## config.mk

```make
export PLATFORM = sky130hd
export DESIGN_NAME = byte_stream_serializer
export DESIGN_NICKNAME = d
export VERILOG_FILES = /design/src/rtl/byte_stream_serializer.sv
export SDC_FILE = /design/constraint.sdc
export NUM_CORES = 1
export LEC_CHECK = 0
export BUFFER_PORTS_ARGS = -buffer_cell sky130_fd_sc_hd__buf_2
export CAP_MARGIN = 10
export CORE_MARGIN = 5
export CORE_UTILIZATION = 30
export CTS_CLUSTER_SIZE = 28
export DETAILED_ROUTE_END_ITERATION = 12
export SYNTH_ARGS = -nofsm -noshare
export SYNTH_HDL_FRONTEND = slang
export SYNTH_SLANG_ARGS = --single-unit
export TNS_END_PERCENT = 10
```

## constraint.sdc

```tcl
create_clock -name clk -period 5.2 [get_ports clk]
set_input_delay 0.52 -clock clk [delete_from_list [all_inputs] [get_ports clk]]
set_output_delay 0.52 -clock clk [all_outputs]
set_load 0.01 [all_outputs]
```

## src/rtl/byte_stream_serializer.sv

```systemverilog
// ============================================================================
// Module   : byte_stream_serializer
// Function : Captures a wide result word (hash, nonce or status) and presents
//            it one byte at a time to the UART Tx shift register, with a
//            busy/done handshake, overrun flag, abort and last-byte marker.
//            Optional macro SERIALIZER_CHECKSUM_EN appends an XOR checksum
//            byte after the data bytes.
// Revision : 1.0 - initial release
// ============================================================================
`default_nettype none

module byte_stream_serializer #(
  parameter int NUM_BYTES = 32,
  parameter int MSB_FIRST = 1,
  parameter int IDX_W     = $clog2(NUM_BYTES)
) (
  input  logic                   clk,
  input  logic                   n_rst,
  input  logic                   load,
  input  logic [8*NUM_BYTES-1:0] load_data,
  input  logic                   abort,
  input  logic                   inc_data,
  output logic                   busy,
  output logic [7:0]             read_data,
  output logic                   last_byte,
  output logic                   done,
  output logic                   overrun
);

`ifdef SERIALIZER_CHECKSUM_EN
  // Checksum byte extends the stream by one, so the counter may need a bit more.
  localparam int STREAM_LEN = NUM_BYTES + 1;
  localparam int CHK_IDX_W  = $clog2(NUM_BYTES + 1);
  localparam int CNT_W      = (CHK_IDX_W > IDX_W) ? CHK_IDX_W : IDX_W;
`else
  localparam int STREAM_LEN = NUM_BYTES;
  localparam int CNT_W      = IDX_W;
`endif

  localparam logic [CNT_W-1:0] LAST_IDX = CNT_W'(STREAM_LEN - 1);

  localparam logic [0:0] S_IDLE = 1'b0;
  localparam logic [0:0] S_SEND = 1'b1;

  logic [0:0]             state_q, state_d;
  logic [CNT_W-1:0]       idx_q, idx_d;
  logic [8*NUM_BYTES-1:0] word_q, word_d;
  logic                   done_q, done_d;
  logic                   overrun_q, overrun_d;
`ifdef SERIALIZER_CHECKSUM_EN
  logic [7:0]             chk_q, chk_d;
  logic [7:0]             chk_calc;
`endif

  logic [CNT_W-1:0]       byte_sel;
  logic [7:0]             data_byte;

  // State and datapath registers; asynchronous reset clears everything at once.
  always_ff @(posedge clk or negedge n_rst) begin
    if (!n_rst) begin
      state_q   <= S_IDLE;
      idx_q     <= '0;
      word_q    <= '0;
      done_q    <= 1'b0;
      overrun_q <= 1'b0;
`ifdef SERIALIZER_CHECKSUM_EN
      chk_q     <= 8'h00;
`endif
    end else begin
      state_q   <= state_d;
      idx_q     <= idx_d;
      word_q    <= word_d;
      done_q    <= done_d;
      overrun_q <= overrun_d;
`ifdef SERIALIZER_CHECKSUM_EN
      chk_q     <= chk_d;
`endif
    end
  end

  // Next-state logic: accept loads in IDLE, step/abort/finish in SEND.
  always_comb begin
    state_d   = state_q;
    idx_d     = idx_q;
    word_d    = word_q;
    done_d    = 1'b0;
    overrun_d = 1'b0;
`ifdef SERIALIZER_CHECKSUM_EN
    chk_d     = chk_q;
    chk_calc  = 8'h00;
    for (int k = 0; k < NUM_BYTES; k++) begin
      chk_calc = chk_calc ^ load_data[8*k +: 8];
    end
`endif
    case (state_q)
      S_IDLE: begin
        // inc_data and abort carry no meaning without a transfer in flight.
        if (load) begin
          word_d  = load_data;
          idx_d   = '0;
          state_d = S_SEND;
`ifdef SERIALIZER_CHECKSUM_EN
          chk_d   = chk_calc;
`endif
        end
      end
      default: begin
        // A load during a transfer never disturbs the word being sent.
        overrun_d = load;
        if (abort) begin
          state_d = S_IDLE;
          idx_d   = '0;
        end else if (inc_data) begin
          if (idx_q == LAST_IDX) begin
            state_d = S_IDLE;
            idx_d   = '0;
            done_d  = 1'b1;
          end else begin
            idx_d = idx_q + 1'b1;
          end
        end
      end
    endcase
  end

  // Output logic: byte selection by order, zeroed whenever no transfer is active.
  always_comb begin
    busy      = (state_q == S_SEND);
    done      = done_q;
    overrun   = overrun_q;
    last_byte = busy && (idx_q == LAST_IDX);

    if (MSB_FIRST != 0) begin
      byte_sel = CNT_W'(NUM_BYTES - 1) - idx_q;
    end else begin
      byte_sel = idx_q;
    end

    data_byte = 8'h00;
    for (int k = 0; k < NUM_BYTES; k++) begin
      if (byte_sel == CNT_W'(k)) begin
        data_byte = word_q[8*k +: 8];
      end
    end
`ifdef SERIALIZER_CHECKSUM_EN
    if (idx_q == CNT_W'(NUM_BYTES)) begin
      data_byte = chk_q;
    end
`endif

    read_data = busy ? data_byte : 8'h00;
  end

endmodule

`default_nettype wire
```

==> metrics.md <==
| Metric | Value |
|---|---|
| Endpoints failing hold | `0` |
| Critical path type | `reg -> out` |
| Met3 usage | `just under 5%` |
| First-pass DRT Iterations | `7` |
| CTS Buf Count | `31` |
| Synthesized Nets | `around 1500` |
| M2 GR Usage | `a little under a third` |
| RSZ-0062 raised after global routing | `false` |
| Crit end category | `output pin` |
| Final Net Count | `between 1500 and 2000` |
| Placed insts | `1985` |
| DIE AREA | `49580 µm²` |
| Area leader, netlist | `dfrtp_1` |
| Buffers & Inverters on Critical Path | `3` |
| Final Max Slew Viols | `0` |
| Synth warn | `0` |
| CORE AREA | `45090 µm²` |
| Synth unique cells | `84` |
| Layout overhead on the synthesized area | `21.56%` |
| Critical Path Start Type | `flop` |
| Clock share of power | `between 30% and 40%` |
| Status | `completed` |
| Critical-path cell list | `inv_1, ha_1, buf_4, or4b_1, nand2_2, o22ai_1, nor2_1, o211ai_1, o31ai_1, buf_2` |
| Met1 usage | `26.45%` |
| PostCTS Resize Cnt | `0` |
| Final ANT Viol Nets | `0` |
| Vias in the first global route | `around 11000` |
| Worst skew pair latency | `0.59 ns` |
| Sw power | `1792 µW` |
| First-pass GRT wire length | `roughly 72000 µm` |
| Clk pin slew, worst setup/hold paths | `0.06 ns` |
| Internal cell power | `4445 µW` |
| Sequential fraction of design power | `a little under half` |
| LEAKAGE | `between 0.006 and 0.007 µW` |
| Number of port buffers | `between 200 and 300` |
| Cell Count, Final, Fillers Out | `2043` |
| Largest net degree at the start of global routing | `119` |
| Die height | `approximately 220 µm` |
| Net Sw Frac | `28.73%` |
| Final min period | `4.682 ns` |
| Fraction of layout cells with a size suffix above 1 | `43.34%` |
| Worst min path class | `in -> async` |
| Hold buffers post-CTS | `0` |
| CP delay by family, top | `simple AND/OR/NAND/NOR gates` |
| Top_reg_cell synth | `dfrtp_1` |
| Clk root buf | `clkbuf_16` |
| Drt initial violations | `1007` |
| Max incr delay on CP | `0.69 ns` |
| Top cells by area, synth | `dfrtp_1 (49%), mux2_2 (21%), o21ai_0 (2.1%)` |
| Peak VDD IR | `0.0002410 V` |
| GPL Wtd Cong | `0.9135` |
| Synth top area share | `between 40% and 50%` |
| Hpwl dp | `38120 µm` |
| Congestion Overflow GR | `0` |
| Pwr dens | `between 300 and 400 nW/µm²` |
| Post-synth EDFFs | `0` |
| Relative slew slack | `28.45%` |
| Syn Inst Count | `between 1000 and 1500` |
| Logic pwr share | `16.6%` |
| Vias | `11120` |
| Count of final setup violators | `0` |
| GRT busiest layer | `met2` |
| WP data required | `4.68 ns` |
| Post-Syn Area | `13570 µm²` |
| Worst path slowest cell | `or4b_1` |
| Initial antenna violation count | `6` |
| Clock skew | `0.01800 ns` |
| Longest Clk Path Bufs | `3` |
| Crit Path Max Fanout | `15` |
| Achievable Freq | `213.6 MHz` |
| Fin crit share | `~90%` |
| Ports | `273` |
| Most frequent cells in the layout | `buf_2 (271), dfrtp_1 (261), mux2_2 (247)` |
| Initial Util | `around 30%` |
| Overall Global Routing Usage | `18.99%` |
| Wirelength per Cell | `24.24 µm` |
| Post-Syn Area per Cell | `11.36 µm²` |
| Commonest non-fill, non-tap cell in the layout | `buf_2` |
| Total Wirelength | `49530 µm` |
| Pwr Total | `slightly above 6000 µW` |
| Die Wd | `222.7 µm` |
| Register area share after synthesis | `48.70%` |
| Post-CTS setup buffers | `0` |
| Row cnt | `78` |
| Seq cells post-synth | `~260` |
| Max H-tree Level | `1` |
| Residual DRC | `0` |
| Max_cap viols | `0` |
| Least-Margin Pin Slew | `1.071 ns` |
| Total Neg Setup Slack | `0 ns` |
| CTS tree | `done` |
| Clk sinks | `~260` |
| Arrival @ worst endpoint | `about 4.2 ns` |
| Drt via density | `5.442` |
| Share of flip-flops with an asynchronous set or reset | `100.0%` |
-- state kept, by name, indices dropped and copies added, names as in the netlist --
signal	cells
busy	1
done	1
idx_q	5
overrun	1
word_q	256
-- path summary, 6_finish.rpt --
kind,start,end,slack (ns),cells after the start
worst max-delay path,idx_q[0]$_DFFE_PN0P_,read_data[6],0.52,10
worst min-delay path,n_rst,word_q[249]$_DFFE_PN0P_,0.007,1
worst max register to register,busy$_DFF_PN0_,word_q[87]$_DFFE_PN0P_,2.42,3
worst min register to register,word_q[106]$_DFFE_PN0P_,word_q[106]$_DFFE_PN0P_,0.50,1
max in group asynchronous,n_rst,word_q[101]$_DFFE_PN0P_,4.10,2
min in group clk,load_data[67],word_q[67]$_DFFE_PN0P_,0.15,3
-- power by group through the flow --
stage	Sequential, µW	Combinational, µW	Clock, µW
2_1_floorplan	2710	713	0
3_3_place_gp	2950	1010	0
3_5_place_dp	2950	1030	0
4_1_cts	2920	1040	2330
5_1_grt	2960	1120	2400
6_report	2920	1030	2280
-- cell usage after synthesis (all sizes together) (5+ instances only) --
| master | n |
|---|---|
| a31oi | 12 |
| o31ai | 11 |
| nand2 | 70 |
| a2111oi | 6 |
| o21ai | 61 |
| nor4bb | 5 |
| a211oi | 13 |
| o221ai | 7 |
| nand4 | 5 |
| a221o | 6 |
| dfrtp | 264 |
| o22ai | 25 |
| buf | 50 |
| and3 | 12 |
| o32ai | 7 |
| nor2 | 58 |
| nand4bb | 6 |
| nor2b | 8 |
| o211ai | 18 |
| nor3 | 18 |
| o21a | 7 |
| nand4b | 10 |
| a221oi | 16 |
| mux2 | 247 |
| o311ai | 6 |
| a21oi | 55 |
| ha | 6 |
| and4b | 5 |
| and4bb | 5 |
| a22oi | 10 |
| nand3 | 23 |
| clkbuf | 51 |
| or3 | 5 |
| and2 | 5 |
| nand2b | 11 |
| inv | 14 |
-- per-stage QoR --
step / hold slack [ns] / util [%] / instance area (µm²) / setup slack, ns
floorplan: 0.2244 / - / 13570 / 1.742
global placement: 0.4866 / 34.18 / 15410 / 1.259
detailed placement: 0.4950 / 34.18 / 15410 / 1.237
CTS: 0.05355 / 36.57 / 16490 / 0.5837
global route: 0.1055 / 36.58 / 16490 / 0.3009
finish: 0.007243 / 36.58 / 16490 / 0.5175
-- layout make-up --
cell class,instances,area [µm²]
diodes,1,2.502
repair buffers,292,1559
clock inverters,17,210.2
well taps,600,750.7
clock buffers,40,869.6
flip-flops and latches,264,6610
fillers,4502,28600
multi-input cells,815,6437
inverters,14,52.55
-- logic make-up (layout without fill, tap and decap cells) --
logic type               count (synthesis)  count (layout)  synth area share [%]
AO/OA/AOI/OAI                          295             295                 14.96
multiplexers                           249             249                 20.65
buffers and inverters                  115             363                 3.975
other                                    0               1                     0
adder cells (fa/ha/maj)                  6               6                0.5533
AND/OR/NAND/NOR                        265             265                 11.17
flip-flops                             264             264                 48.70
-- worst reg2reg max path: stages, from the launching register on --
cell	delay, ns
dfrtp_1	0.65
nor2b_4	0.96
buf_12	0.51
mux2_2	0.55
-- per-layer routing --
metal,vias up,routed length (µm)
li1,4938,-
met1,5552,21490
met2,532,22750
met3,86,4137
met4,10,1098
met5,-,52
No activity file was read; power rests on OpenSTA's default activity.
